$ cat src/rtl/calc_pkg.sv
// Shared definitions for the calculator: opcode codes, FSM state encoding
// and the opcode legality check.
package calc_pkg;

    localparam logic [2:0] OP_MUL  = 3'd0;
    localparam logic [2:0] OP_ADD  = 3'd1;
    localparam logic [2:0] OP_SUB  = 3'd2;
    localparam logic [2:0] OP_SQR  = 3'd3;
    localparam logic [2:0] OP_ADDK = 3'd4;
    localparam logic [2:0] OP_SUBK = 3'd5;
    localparam logic [2:0] OP_CLR  = 3'd6;
    localparam logic [2:0] OP_ILL  = 3'd7;

    typedef enum logic [1:0] {
        WAIT_A  = 2'd0,
        WAIT_OP = 2'd1,
        WAIT_B  = 2'd2
    } state_t;

    // upper_zero: every bit of the entered word above bit 2 is zero
    function automatic logic op_legal(input logic upper_zero, input logic [2:0] op);
        return upper_zero && (op != OP_ILL);
    endfunction

endpackage

$ cat src/rtl/calc_edge.sv
// Registered rising-edge detector: pulse is high in the cycle where sig is
// high and was sampled low on the previous clock edge.
module calc_edge (
    input  logic clk,
    input  logic rst,
    input  logic sig,
    output logic pulse
);

    logic sig_d;

    always_ff @(posedge clk or posedge rst) begin
        if (rst)
            sig_d <= 1'b0;
        else
            sig_d <= sig;
    end

    assign pulse = sig & ~sig_d;

endmodule

$ cat src/rtl/calc_param.sv
// Entry-driven calculator: operand / opcode / operand sequencing on a shared
// bus with WIDTH-bit results and overflow, error and done flags.
// Optional feature: define CALC_CHAIN_EN to chain results into the next opcode.
//
// state   | meaning
// WAIT_A  | waiting for the first operand
// WAIT_OP | showing the operand, waiting for an opcode
// WAIT_B  | showing the binary opcode, waiting for the second operand
module calc_param
    import calc_pkg::*;
#(
    parameter int WIDTH = 8,
    parameter int STEP  = 2
) (
    input  logic             clk,
    input  logic             rst,
    input  logic             validIn,
    input  logic [WIDTH-1:0] dataIn,
    output logic [WIDTH-1:0] dataOut,
    output logic             ovf,
    output logic             err,
    output logic             done
);

    localparam int W2 = 2 * WIDTH;
    localparam logic [WIDTH-1:0] STEP_W = WIDTH'(STEP);

    state_t           state, state_n;
    logic [WIDTH-1:0] number, number_n;
    logic [2:0]       opcode, opcode_n;
    logic [WIDTH-1:0] dout_n;
    logic             ovf_n, err_n, done_n;

    logic             entry;
    logic             upper_zero;
    logic [2:0]       op_in;
    logic [2:0]       alu_op;
    logic [WIDTH-1:0] operand_b;
    logic [W2-1:0]    a_ext, b_ext, mul_b, wide;
    logic [WIDTH-1:0] res;
    logic             res_ovf;
    logic             result_hit;

    calc_edge u_edge (
        .clk   (clk),
        .rst   (rst),
        .sig   (validIn),
        .pulse (entry)
    );

    assign upper_zero = (dataIn[WIDTH-1:3] == '0);
    assign op_in      = dataIn[2:0];

    // In WAIT_B the stored opcode works on the bus operand; otherwise the
    // opcode on the bus is unary and its second operand is the constant.
    always_comb begin
        alu_op    = (state == WAIT_B) ? opcode : op_in;
        operand_b = (state == WAIT_B) ? dataIn : STEP_W;
        a_ext     = {{WIDTH{1'b0}}, number};
        b_ext     = {{WIDTH{1'b0}}, operand_b};
        mul_b     = (alu_op == OP_SQR) ? a_ext : b_ext;
        wide      = '0;
        res_ovf   = 1'b0;
        case (alu_op)
            OP_MUL, OP_SQR: begin
                wide    = a_ext * mul_b;
                res_ovf = |wide[W2-1:WIDTH];
            end
            OP_ADD, OP_ADDK: begin
                wide    = a_ext + b_ext;
                res_ovf = wide[WIDTH];
            end
            OP_SUB, OP_SUBK: begin
                wide    = a_ext - b_ext;
                res_ovf = (number < operand_b);
            end
            default: begin
                wide    = '0;
                res_ovf = 1'b0;
            end
        endcase
        res = wide[WIDTH-1:0];
    end

    always_comb begin
        state_n    = state;
        number_n   = number;
        opcode_n   = opcode;
        dout_n     = dataOut;
        ovf_n      = ovf;
        err_n      = err;
        done_n     = 1'b0;
        result_hit = 1'b0;

        if (entry) begin
            case (state)
                WAIT_A: begin
                    number_n = dataIn;
                    dout_n   = dataIn;
                    state_n  = WAIT_OP;
                end
                WAIT_OP: begin
                    if (!op_legal(upper_zero, op_in)) begin
                        err_n = 1'b1;
                    end else begin
                        err_n = 1'b0;
                        case (op_in)
                            OP_MUL, OP_ADD, OP_SUB: begin
                                opcode_n = op_in;
                                dout_n   = dataIn;
                                state_n  = WAIT_B;
                            end
                            OP_SQR, OP_ADDK, OP_SUBK: begin
                                result_hit = 1'b1;
                            end
                            OP_CLR: begin
                                number_n = '0;
                                dout_n   = '0;
                                ovf_n    = 1'b0;
                                state_n  = WAIT_A;
                            end
                            default: begin
                                err_n = 1'b1;
                            end
                        endcase
                    end
                end
                WAIT_B: begin
                    result_hit = 1'b1;
                end
                default: begin
                    state_n = WAIT_A;
                end
            endcase
        end

        if (result_hit) begin
            dout_n = res;
            ovf_n  = res_ovf;
            done_n = 1'b1;
`ifdef CALC_CHAIN_EN
            number_n = res;
            state_n  = WAIT_OP;
`else
            state_n  = WAIT_A;
`endif
        end
    end

    always_ff @(posedge clk or posedge rst) begin
        if (rst) begin
            state   <= WAIT_A;
            number  <= '0;
            opcode  <= '0;
            dataOut <= '0;
            ovf     <= 1'b0;
            err     <= 1'b0;
            done    <= 1'b0;
        end else begin
            state   <= state_n;
            number  <= number_n;
            opcode  <= opcode_n;
            dataOut <= dout_n;
            ovf     <= ovf_n;
            err     <= err_n;
            done    <= done_n;
        end
    end

endmodule
$ cat config.mk
export PLATFORM = sky130hd
export DESIGN_NAME = calc_param
export DESIGN_NICKNAME = d
export VERILOG_FILES = /design/src/rtl/calc_pkg.sv /design/src/rtl/calc_edge.sv /design/src/rtl/calc_param.sv
export SDC_FILE = /design/constraint.sdc
export NUM_CORES = 1
export LEC_CHECK = 0
export ABC_AREA = 1
export BUFFER_PORTS_ARGS = -buffer_cell sky130_fd_sc_hd__buf_4
export CAP_MARGIN = 20
export CORE_ASPECT_RATIO = 2
export CORE_UTILIZATION = 60
export DETAILED_ROUTE_END_ITERATION = 12
export PLACE_DENSITY = 0.78
export SYNTH_ARGS = -nofsm -noshare
export SYNTH_HDL_FRONTEND = slang
export SYNTH_HIERARCHICAL = 1
export SYNTH_SLANG_ARGS = --single-unit
export TNS_END_PERCENT = 20
$ cat constraint.sdc
create_clock -name clk -period 5.9 [get_ports clk]
set_input_delay 1.18 -clock clk [delete_from_list [all_inputs] [get_ports clk]]
set_output_delay 1.18 -clock clk [all_outputs]
set_load 0.01 [all_outputs]
# Yosys cells after proc, flatten, opt, wreduce, memory -nomap -nowiden

Cells that the tools add are included.

Bits of input ports: 11
Register bits after elaboration: 25
Word-level logic and storage cells: 87
Output and inout bits: 11

Equal/unequal tests: 19
Multipliers: 1
$lt $le $gt $ge: 1
Reduce and logical (&&, ||, !) cells: 24
Bitwise gates (word level): 2
$add $sub $neg: 2
Muxes and demuxes: 30

Operators with widths:

| cell               | number |
|---|---|
| $mux 8             | 7 |
| $pmux 8 s2         | 3 |
| $pmux 8 s3         | 1 |
| $reduce_and 4->1   | 5 |
| $mul 8x8->16       | 1 |
| $eq 3x3->1 const B | 5 |
| $eq 3x2->1 const B | 4 |
| $mux 1             | 11 |
| $reduce_bool 2->1  | 5 |
| $add 8x8->9        | 1 |
| $lt 8x8->1         | 1 |
| $reduce_or 8->1    | 1 |
| $sub 8x8->8        | 1 |
| $reduce_or 7->1    | 1 |
| $eq 3x1->1 const B | 2 |
| $logic_not 3->1    | 2 |
| $mux 2             | 3 |
| $ne 3x3->1 const B | 2 |
| $pmux 2 s3         | 1 |
| $reduce_or 2->1    | 3 |
| $reduce_or 3->1    | 2 |
| $logic_not 5->1    | 1 |
| $ne 2x2->1 const B | 2 |
| $ne 4x2->1 const B | 1 |
| other kinds (13)   | 13 |

# Logic depth before layout (Yosys ltp)

Gate-level depths: netlist (run 1).

Depth after elaboration: 8
Depth in mapped cells: 33
Gate-level depth less buffers: 31

# Modules after synthesis

The synthesis (run 1) kept the hierarchy.

Modules (own cells, without submodules):

| module     | seq. area each (µm²) | cells each | instances | area an instance (µm²) |
|---|---|---|---|---|
| calc_param | 600.6                | 670        | 1         | 4530.6 |
| calc_edge  | 25.0                 | 4          | 1         | 38.8 |

# Worst setup path after synthesis (run 1)

OpenSTA, ideal clock, no wires.

Kind: input to register
From: input port dataIn[1]
To: register ovf
Library setup time: 121 ps
Cell stages on the path: 28
Slack: 340 ps
Arrival: 5439 ps
Path buffers: 1
Data required time: 5779 ps
Path through: o21ai_0 -> inv_2 -> nand3_4 -> buf_4 -> nand2_1 -> o21ai_2 -> nor2_1 -> fa_1 -> inv_1 -> fa_1 -> inv_1 -> fa_1 -> inv_1 -> fa_1 -> inv_1 -> ha_1 -> nand2_1 -> inv_1 -> nand2_1 -> nand2_1 -> inv_1 -> nand3b_1 -> nand2_1 -> nand2_1 -> nor2_1 -> nand3_1 -> nand2_1 -> a21oi_1

Cells in the longest elaborated chain, start to end: 8
Elaborated cells on any way between the ends: 34
Those cells by class: 1 x add/sub; 1 x mul; 1 x order compare; 10 x eq/ne; 9 x mux; 12 x reduce/logical

Ends and longest elaborated chain:

| what                                                                 | RTL line          | text |
|---|---|---|
| start: declaration                                                   | calc_param.sv:18  | `input logic [WIDTH-1:0] dataIn,` |
| parallel branches: the longest is 8 deep, another holds $mul 8x8->16 | -                 |  |
| end signal: assignment                                               | calc_param.sv:164 | `ovf <= ovf_n;` |
| end: declaration                                                     | calc_param.sv:20  | `output logic ovf,` |

Several ways; the timed one is not identified.
A chain may end at the register's enable or synchronous reset.

# Worst setup path after layout (run 1)

Same ends and word-level chain as after synthesis.

==> impl.org, run 1 <==
** Worst hold path
- The tightest min-delay check is of the register to register type.
- Hold path startpoint :: opcode[0]
- Worst hold path stage count :: 1
- For hold timing, the worst endpoint is opcode[0].

** Synth
- Sorting the synthesized cells by area gives the leading types as sky130_fd_sc_hd__fa_1, sky130_fd_sc_hd__ha_1, sky130_fd_sc_hd__nand2_1.
- Number of storage elements in the synthesis netlist :: 25
- Number of flops mapped to enable cells by yosys :: 0
- For this run, the leading register cell type out of synthesis is sky130_fd_sc_hd__dfrtp_1.
- Number of instances in the synthesized netlist :: ~670
- Synth Warn # :: 6
- The share of the Yosys chip area taken by registers is 0.137.
- Counting distinct cell types in the post-synthesis netlist gives 39.
- Mean area per synthesized cell :: around 6.8 um2
- Counting every net in the synthesized netlist gives 779.
- Of the post-synthesis cell area, the dominant cell type holds 0.166.
- In the post-synthesis netlist, the cell with the most instances is sky130_fd_sc_hd__nand2_1.
- Ranked by instance count, the synthesized netlist is headed by sky130_fd_sc_hd__nand2_1, sky130_fd_sc_hd__inv_1, sky130_fd_sc_hd__nor2_1.
- Fraction of synthesis flops using an asynchronous set or reset pin :: 1.00
- The mapped netlist covers about 4600 um2.
- The synthesized design spends more area on one cell type than any other, namely sky130_fd_sc_hd__fa_1.

** Detailed routing
- Number of optimization iterations in the first detailed-route pass :: 4
- In the final routed layout, each cell accounts on average for 16.5 um.
- Number of vias per cell :: 5.67
- In this run the remaining antenna-violating nets after routing total 0.
- Initial DRC count :: 248
- In the routed design, unresolved DRC markers number 0.
- For this block, the via count after detailed routing is 4521.
- For this block, the routed nets add up to 13.2 mm of wire.

** Cells and area
- Post-route standard cell area excluding fillers :: 5030 um2
- Final cell count without fillers :: 797
- In the final layout, the share of cells above drive strength 1 is 0.116.
- Number of antenna cells inserted :: 0
- Nets :: 811
- Area growth from synthesis to layout :: 10.2%
- Total of fill cells in the finished design :: 692

** Clock tree
- TritonCTS built the clock tree.
- Setup bufs post-CTS :: 0
- The tree is rooted in a sky130_fd_sc_hd__clkbuf_16.
- Counting every sink on the clock net gives 25.
- Hold-fix buffers at CTS :: 0
- After clock tree synthesis, the clock-pin slew on the worst setup and hold paths is 0.07 ns.
- Clock latency on the worst-skew pair, taken at its later pin, is 0.28 ns.
- H-tree depth :: 1
- Number of buffers created by CTS :: 3
- Number of buffers between clock root and the deepest sink :: 2

** STA
- Final-report setup violation count :: 0
- For the pin with the worst max-slew slack, the measured transition is 0.554 ns.
- TNS Setup :: 0 ns
- The tightest hold path in the finished design has a slack of 0.497 ns.
- Final-report hold violation count :: 0
- Post-layout minimum cycle time :: ~5.6 ns
- Setup skew after layout :: 0.00449 ns
- For this run, the top clock speed supported by timing is 0.179 GHz.
- Number of max-slew violations in the final report :: 0
- Worst slew margin relative to its limit :: 0.629
- Of the available clock period, the critical path in the final layout requires 0.947.

** Placed design
- Buffers placed on the I/O ports in this run total 21.
- GPL Wtd Cong :: just under 1
- Cells after DPL :: 791
- After detailed placement, the total cell area comes to ~4900 um2.
- HPWL reported at the end of detailed placement :: between 10 and 15 mm

** Worst setup path
- At the worst endpoint, the arrival time is approximately 5.7 ns.
- Cell with the largest stage delay on the worst path :: sky130_fd_sc_hd__fa_1
- Among the stages of the critical path, the cell type that occurs most often is sky130_fd_sc_hd__nand2_1.
- The endpoint identified for the worst register-to-register timing path is ovf.
- Count of cells along the worst register-to-register path :: 29
- The setup check on the worst reg-to-reg path leaves a slack of 0.45 ns.
- Data on the critical path is required at its endpoint by approximately 6 ns.
- Element type at the critical path start :: input port
- Critical path start-end classification :: input port to register
- The largest single stage delay on the critical path is 0.55 ns.
- The startpoint identified for the worst register-to-register timing path is state[0].
- Top fanout value on the critical path :: 8
- The worst setup path is captured at a register.

** Floorplanning
- In this run the horizontal extent of the chip is 63.7 um.
- The region available for standard cell placement spans 7320 um2.
- Initial standard-cell utilization of the core :: 0.624
- Die outline height :: 125 um
- The initialized floorplan defines 44 standard-cell rows.
- Top Ports :: 22
- Area of the die :: approximately 8000 um2

** Global route
- The number of antenna violations at the first check in global routing was 0.
- Maximum number of pins on one net before global-route repair :: 25
- The first global-routing pass estimated between 20 and 25 mm of wire.
- The via count of the first global-routing pass came to between 4000 and 5000.
- Remaining global-route overflow :: 0
- Across every metal layer, demand over resource in global routing totals 0.349.

** Flow run
- The tool flagged a number of max-cap violations equal to 0.

** Outcome
- The run finished with clean final reports.
metal layers:
metal  vias up  share of wire  wire, um  GRT usage
li1       2186              -         -          -
met1      2134           0.33      4330      0.328
met3        62          0.032       425     0.0301
met4         0          0.090      1180      0.285
met2       139           0.55      7240      0.654
met5         -              0         0          0
metrics by stage:
| step | utilization | worst slack (ns) |
|---|---|---|
| 3_5_place_dp | 0.667 | -0.0869 |
| 4_1_cts | 0.679 | 0.169 |
| 3_3_place_gp | 0.667 | 0.0142 |
| 5_1_grt | 0.688 | -0.0188 |
| 2_1_floorplan | - | 0.340 |
| 6_report | 0.688 | 0.315 |
worst max-delay path, delay by kind of cell:
family                     cells  cell delay, ns
adders and majority gates      5            2.44
AOI/OAI and AO/OA              3            0.44
buffers and inverters          8            0.59
and+or+nand+nor               12            1.08
registers in the layout, indices dropped and copies added (netlist names):
name	flops
dataOut	8
number	8
opcode	3
state	2
done	1
err	1
ovf	1
u_edge/sig_d	1
area by class of cell:
cell class / instances / area [um2] / area share
sequential: 25 / 626 / 0.124
multi-input combinational: 498 / 3400 / 0.675
inverter: 145 / 544 / 0.108
timing repair buffer: 33 / 268 / 0.0532
clock inverter: 1 / 7.51 / 0.00149
clock buffer: 3 / 75.1 / 0.0149
tap: 92 / 115 / 0.0229
worst max path at each step:
stage                          from  slack, ns  depth (start not counted)  end
after floorplan           dataIn[1]       0.34                         28  ovf
after global placement    dataIn[2]       0.01                         26  ovf
after detailed placement  dataIn[1]      -0.09                         26  ovf
after CTS                 dataIn[1]       0.17                         26  ovf
after global routing      dataIn[1]      -0.02                         28  ovf
final                     dataIn[1]       0.32                         28  ovf
what timing repair did:
action                     CTS  global route
hold endpoints to repair     0             0
resized for setup            0             9
setup endpoints to repair    0             1
placed cells by master, fill, tap and decap left out, types with 3 or more instances in the layout:
cell type / Yosys / final
sky130_fd_sc_hd__inv_1: 132 / 131
sky130_fd_sc_hd__nor2_2: 1 / 3
sky130_fd_sc_hd__buf_4: 1 / 32
sky130_fd_sc_hd__nand2_1: 167 / 166
sky130_fd_sc_hd__a21oi_1: 30 / 30
sky130_fd_sc_hd__ha_1: 56 / 55
sky130_fd_sc_hd__o21ai_2: 7 / 7
sky130_fd_sc_hd__nand3_1: 56 / 56
sky130_fd_sc_hd__nand4_1: 14 / 14
sky130_fd_sc_hd__o21ai_0: 10 / 9
sky130_fd_sc_hd__nor2_1: 65 / 63
sky130_fd_sc_hd__dfrtp_1: 25 / 25
sky130_fd_sc_hd__a31oi_1: 5 / 5
sky130_fd_sc_hd__o21ai_1: 5 / 5
sky130_fd_sc_hd__or2_2: 10 / 10
sky130_fd_sc_hd__inv_2: 11 / 12
sky130_fd_sc_hd__nand2_2: 2 / 3
sky130_fd_sc_hd__nand3b_1: 4 / 4
sky130_fd_sc_hd__o22ai_1: 8 / 8
sky130_fd_sc_hd__clkbuf_16: 0 / 3
sky130_fd_sc_hd__fa_1: 38 / 38
logic make-up after synthesis:
kind of cell	share of synthesized area
XOR/XNOR	0.00192
AND/OR/NAND/NOR	0.308
flip-flops	0.137
adder cells (fa/ha/maj)	0.320
buffers and inverters	0.128
AO/OA/AOI/OAI	0.105
Power of run 1 is left out: the tool's default activity adds up to more than one toggle a clock period on the data nets, which glitch-free logic cannot reach.
==> run 2: changes to the inputs <==
Settings changed: CORE_UTILIZATION 60 to 50, PLACE_DENSITY 0.78 to 0.67.
==> run 2 against run 1 <==
Register-to-register slack about the same. Critical endpoint unchanged. Cell area up 1.8%. Count of clock-buffer cells in the layout stayed put. Largest cell class unchanged. Critical path type unchanged. Core utilization down 12 points.
==> impl.org, run 2 (synthesis results as in run 1) <==
** Worst setup path
- Critical path's top delay family :: adder cells (unchanged)
- The launching element type of the critical path was an input port (unchanged).
- The worst endpoint data arrival time came to 5.77 ns (was 5.74 ns).
- The number of buffer and inverter instances along the worst setup path came to 10 (was 8).
- Top fanout value on the critical path :: 8 (unchanged)
- The logic depth of the worst register-to-register path was 29 (unchanged).
- The library cell contributing the largest single delay on the critical path is sky130_fd_sc_hd__fa_1 (unchanged).
- The worst reg2reg path startpoint is state[0] (unchanged).
- The path length in cells of the critical path was 29 (was 28).
- The first element of the critical path is dataIn[2] (was dataIn[1]).
- Type of element capturing the critical path :: register (unchanged)
- The critical register-to-register path endpoint is ovf (unchanged).
- The delay of the slowest critical-path stage came to 0.56 ns (was 0.55 ns).
- The internal reg-to-reg setup slack is 0.45 ns (about the same).
- Critical path start-end classification :: input port to register (unchanged)
- The data required time at the worst endpoint came to 6.05 ns (was 6.06 ns).

** Clock tree
- H-tree depth :: 1 (unchanged)
- The CTS tree was built (unchanged).
- Clock Pin Slew Worst Setup and Hold Paths :: 0.07 ns (about the same)
- Hold-fix buffers at CTS :: 0 (unchanged)
- The clock buffer count from CTS was 3 (unchanged).
- Clock sinks :: 25 (unchanged)
- Library cell used as clock root buffer :: sky130_fd_sc_hd__clkbuf_16 (unchanged)
- The insertion delay of the later-clocked pin in the worst-skew pair was 0.27 ns (was 0.28 ns).
- The number of buffers between clock root and the deepest sink came to 2 (unchanged).

** Placed design
- The port buffer count was 21 (unchanged).
- GPL Wtd Cong :: 0.965 (was 0.961)
- The worst setup slack after placement was -0.0744 ns (was -0.0869 ns).
- The half-perimeter wire length after detailed placement was 11.5 mm (was 11.1 mm).

** STA
- The achievable frequency came to 0.178 GHz (was 0.179 GHz).
- The worst slew margin relative to its limit is 0.347 (was 0.629).
- Setup skew after layout :: 0.00505 ns (was 0.00449 ns)
- Final-report setup violation count :: 0 (unchanged)
- Post-layout minimum cycle time :: 5.62 ns (was 5.58 ns)
- The final critical-path setup slack was 0.283 ns (was 0.315 ns).
- Slew at the pin closest to its max-slew limit :: 0.979 ns (was 0.554 ns)
- The count of pins over their slew limit came to 0 (unchanged).
- The count of final hold-check violations came to 0 (unchanged).
- Ratio of final minimum period to clock period :: 0.952 (was 0.947)

** Floorplanning
- Width of the chip :: 69.6 um (was 63.7 um)
- Area of the core :: 8950 um2 (was 7320 um2)
- Top Ports :: 22 (unchanged)
- Num rows :: 49 (was 44)
- Die outline height :: 137 um (was 125 um)
- The initial cell density of the core was 0.510 (was 0.624).
- The full die area is 9550 um2 (was 7990 um2).

** Detailed routing
- Initial DRC count :: 320 (was 248)
- The DRC violation count after routing is 0 (unchanged).
- The post-detailed-routing wire length came to 14.0 mm (was 13.2 mm).
- Number of optimization iterations in the first detailed-route pass :: 4 (unchanged)
- The routed wire length per instance came to 17.1 um (was 16.5 um).
- Count of vias placed by the detailed router :: 4568 (was 4521)
- Post-route antenna net violation count :: 0 (unchanged)
- The via-per-instance ratio came to 5.60 (was 5.67).

** Cells and area
- Number of antenna cells inserted :: 0 (unchanged)
- The most common cell after layout, fill and taps aside is sky130_fd_sc_hd__nand2_1 (unchanged).
- Largest registers: dataOut: 8 flops, number: 8 flops, opcode: 3 flops (unchanged).
- Most frequent cells in the layout :: sky130_fd_sc_hd__nand2_1, sky130_fd_sc_hd__inv_1, sky130_fd_sc_hd__nor2_1, sky130_fd_sc_hd__nand3_1, sky130_fd_sc_hd__ha_1 (unchanged)
- The fraction of final layout cells with drive strength greater than 1 was 0.133 (was 0.116).
- Area growth from synthesis to layout :: 12.1% (was 10.2%)
- Area of combinational cells with multiple inputs :: 3430 um2 (was 3400 um2)
- The filler cell count in the final layout is 873 (was 692).
- The number of nets in the finished design came to 820 (was 811).
- Register Area :: 626 um2 (unchanged)

** Worst hold path
- Hold path startpoint :: opcode[2] (was opcode[0])
- The path class of the lowest-slack min-delay path is register to register (unchanged).
- The endpoint with the worst hold slack is opcode[2] (was opcode[0]).
- The worst hold path depth is 2 (was 1).

** Global route
- The number of antenna violations at the first check in global routing came to 0 (unchanged).
- Maximum number of pins on one net before global-route repair :: 25 (unchanged)
- Remaining global-route overflow :: 0 (unchanged)
- Via count of the first global-routing pass :: 4561 (was 4566)
- Total global-route track usage :: 0.294 (was 0.349)
- Global-route wire length before repair :: 21.5 mm (was 21.3 mm)

** Flow run
- Total of max-cap violations :: 0 (unchanged)

** Outcome
- Outcome :: finished clean (unchanged)
[run 2: cell types whose count changed in the layout (fill, tap and decap cells not counted), sizes merged]
| cell | change |
|---|---|
| buf | +9 |
| clkinv | +1 |
| clkinvlp | -1 |
[run 2: final cells by class]
| class | count | share of cell area |
|---|---|---|
| clock buffers | 3 | 0.0147 |
| clock inverters | 1 | 0.000977 |
| inverters | 145 | 0.106 |
| multi-input cells | 498 | 0.670 |
| flip-flops and latches | 25 | 0.122 |
| well taps | 102 | 0.0249 |
| repair buffers | 42 | 0.0615 |
[run 2: how the worst max path moves through the flow]
stage | end | slack (ns)
6_report | ovf | 0.28
5_1_grt | ovf | -0.001
4_1_cts | ovf | 0.19
3_5_place_dp | ovf | -0.07
3_3_place_gp | ovf | -0.03
2_1_floorplan | ovf | 0.34
[run 2: repair_timing]
item / 4_1_cts / 5_1_grt
setup buffers: 0 / 3
resized for setup: 0 / 15
endpoints found under the setup margin: 0 / 2
[run 2: metrics by stage]
step / setup TNS (ns) / utilization / cell area, um2 / hold WS, ns / instances
final: 0 / 0.572 / 5120 / 0.472 / 816
after global routing: -0.00128 / 0.572 / 5120 / 0.537 / 816
after CTS: 0 / 0.562 / 5030 / 0.476 / 812
after detailed placement: -0.0744 / 0.553 / 4950 / 0.459 / 808
after global placement: -0.0268 / 0.553 / 4950 / 0.453 / 808
after floorplan: 0 / - / 4570 / 0.436 / 674
[run 2: tightest hold or removal path: stages (launching register included)]
cell and delay, ns:
sky130_fd_sc_hd__dfrtp_1 0.35, sky130_fd_sc_hd__nand2_1 0.05, sky130_fd_sc_hd__inv_1 0.04
[run 2: layer usage]
metal | vias up | global-route usage | routed length, um
li1 | 2198 | - | -
met1 | 2156 | 0.258 | 4400
met2 | 149 | 0.583 | 7790
met3 | 65 | 0.0300 | 496
met4 | 0 | 0.246 | 1280
met5 | - | 0 | 0
Power of run 2 is left out for the same reason.
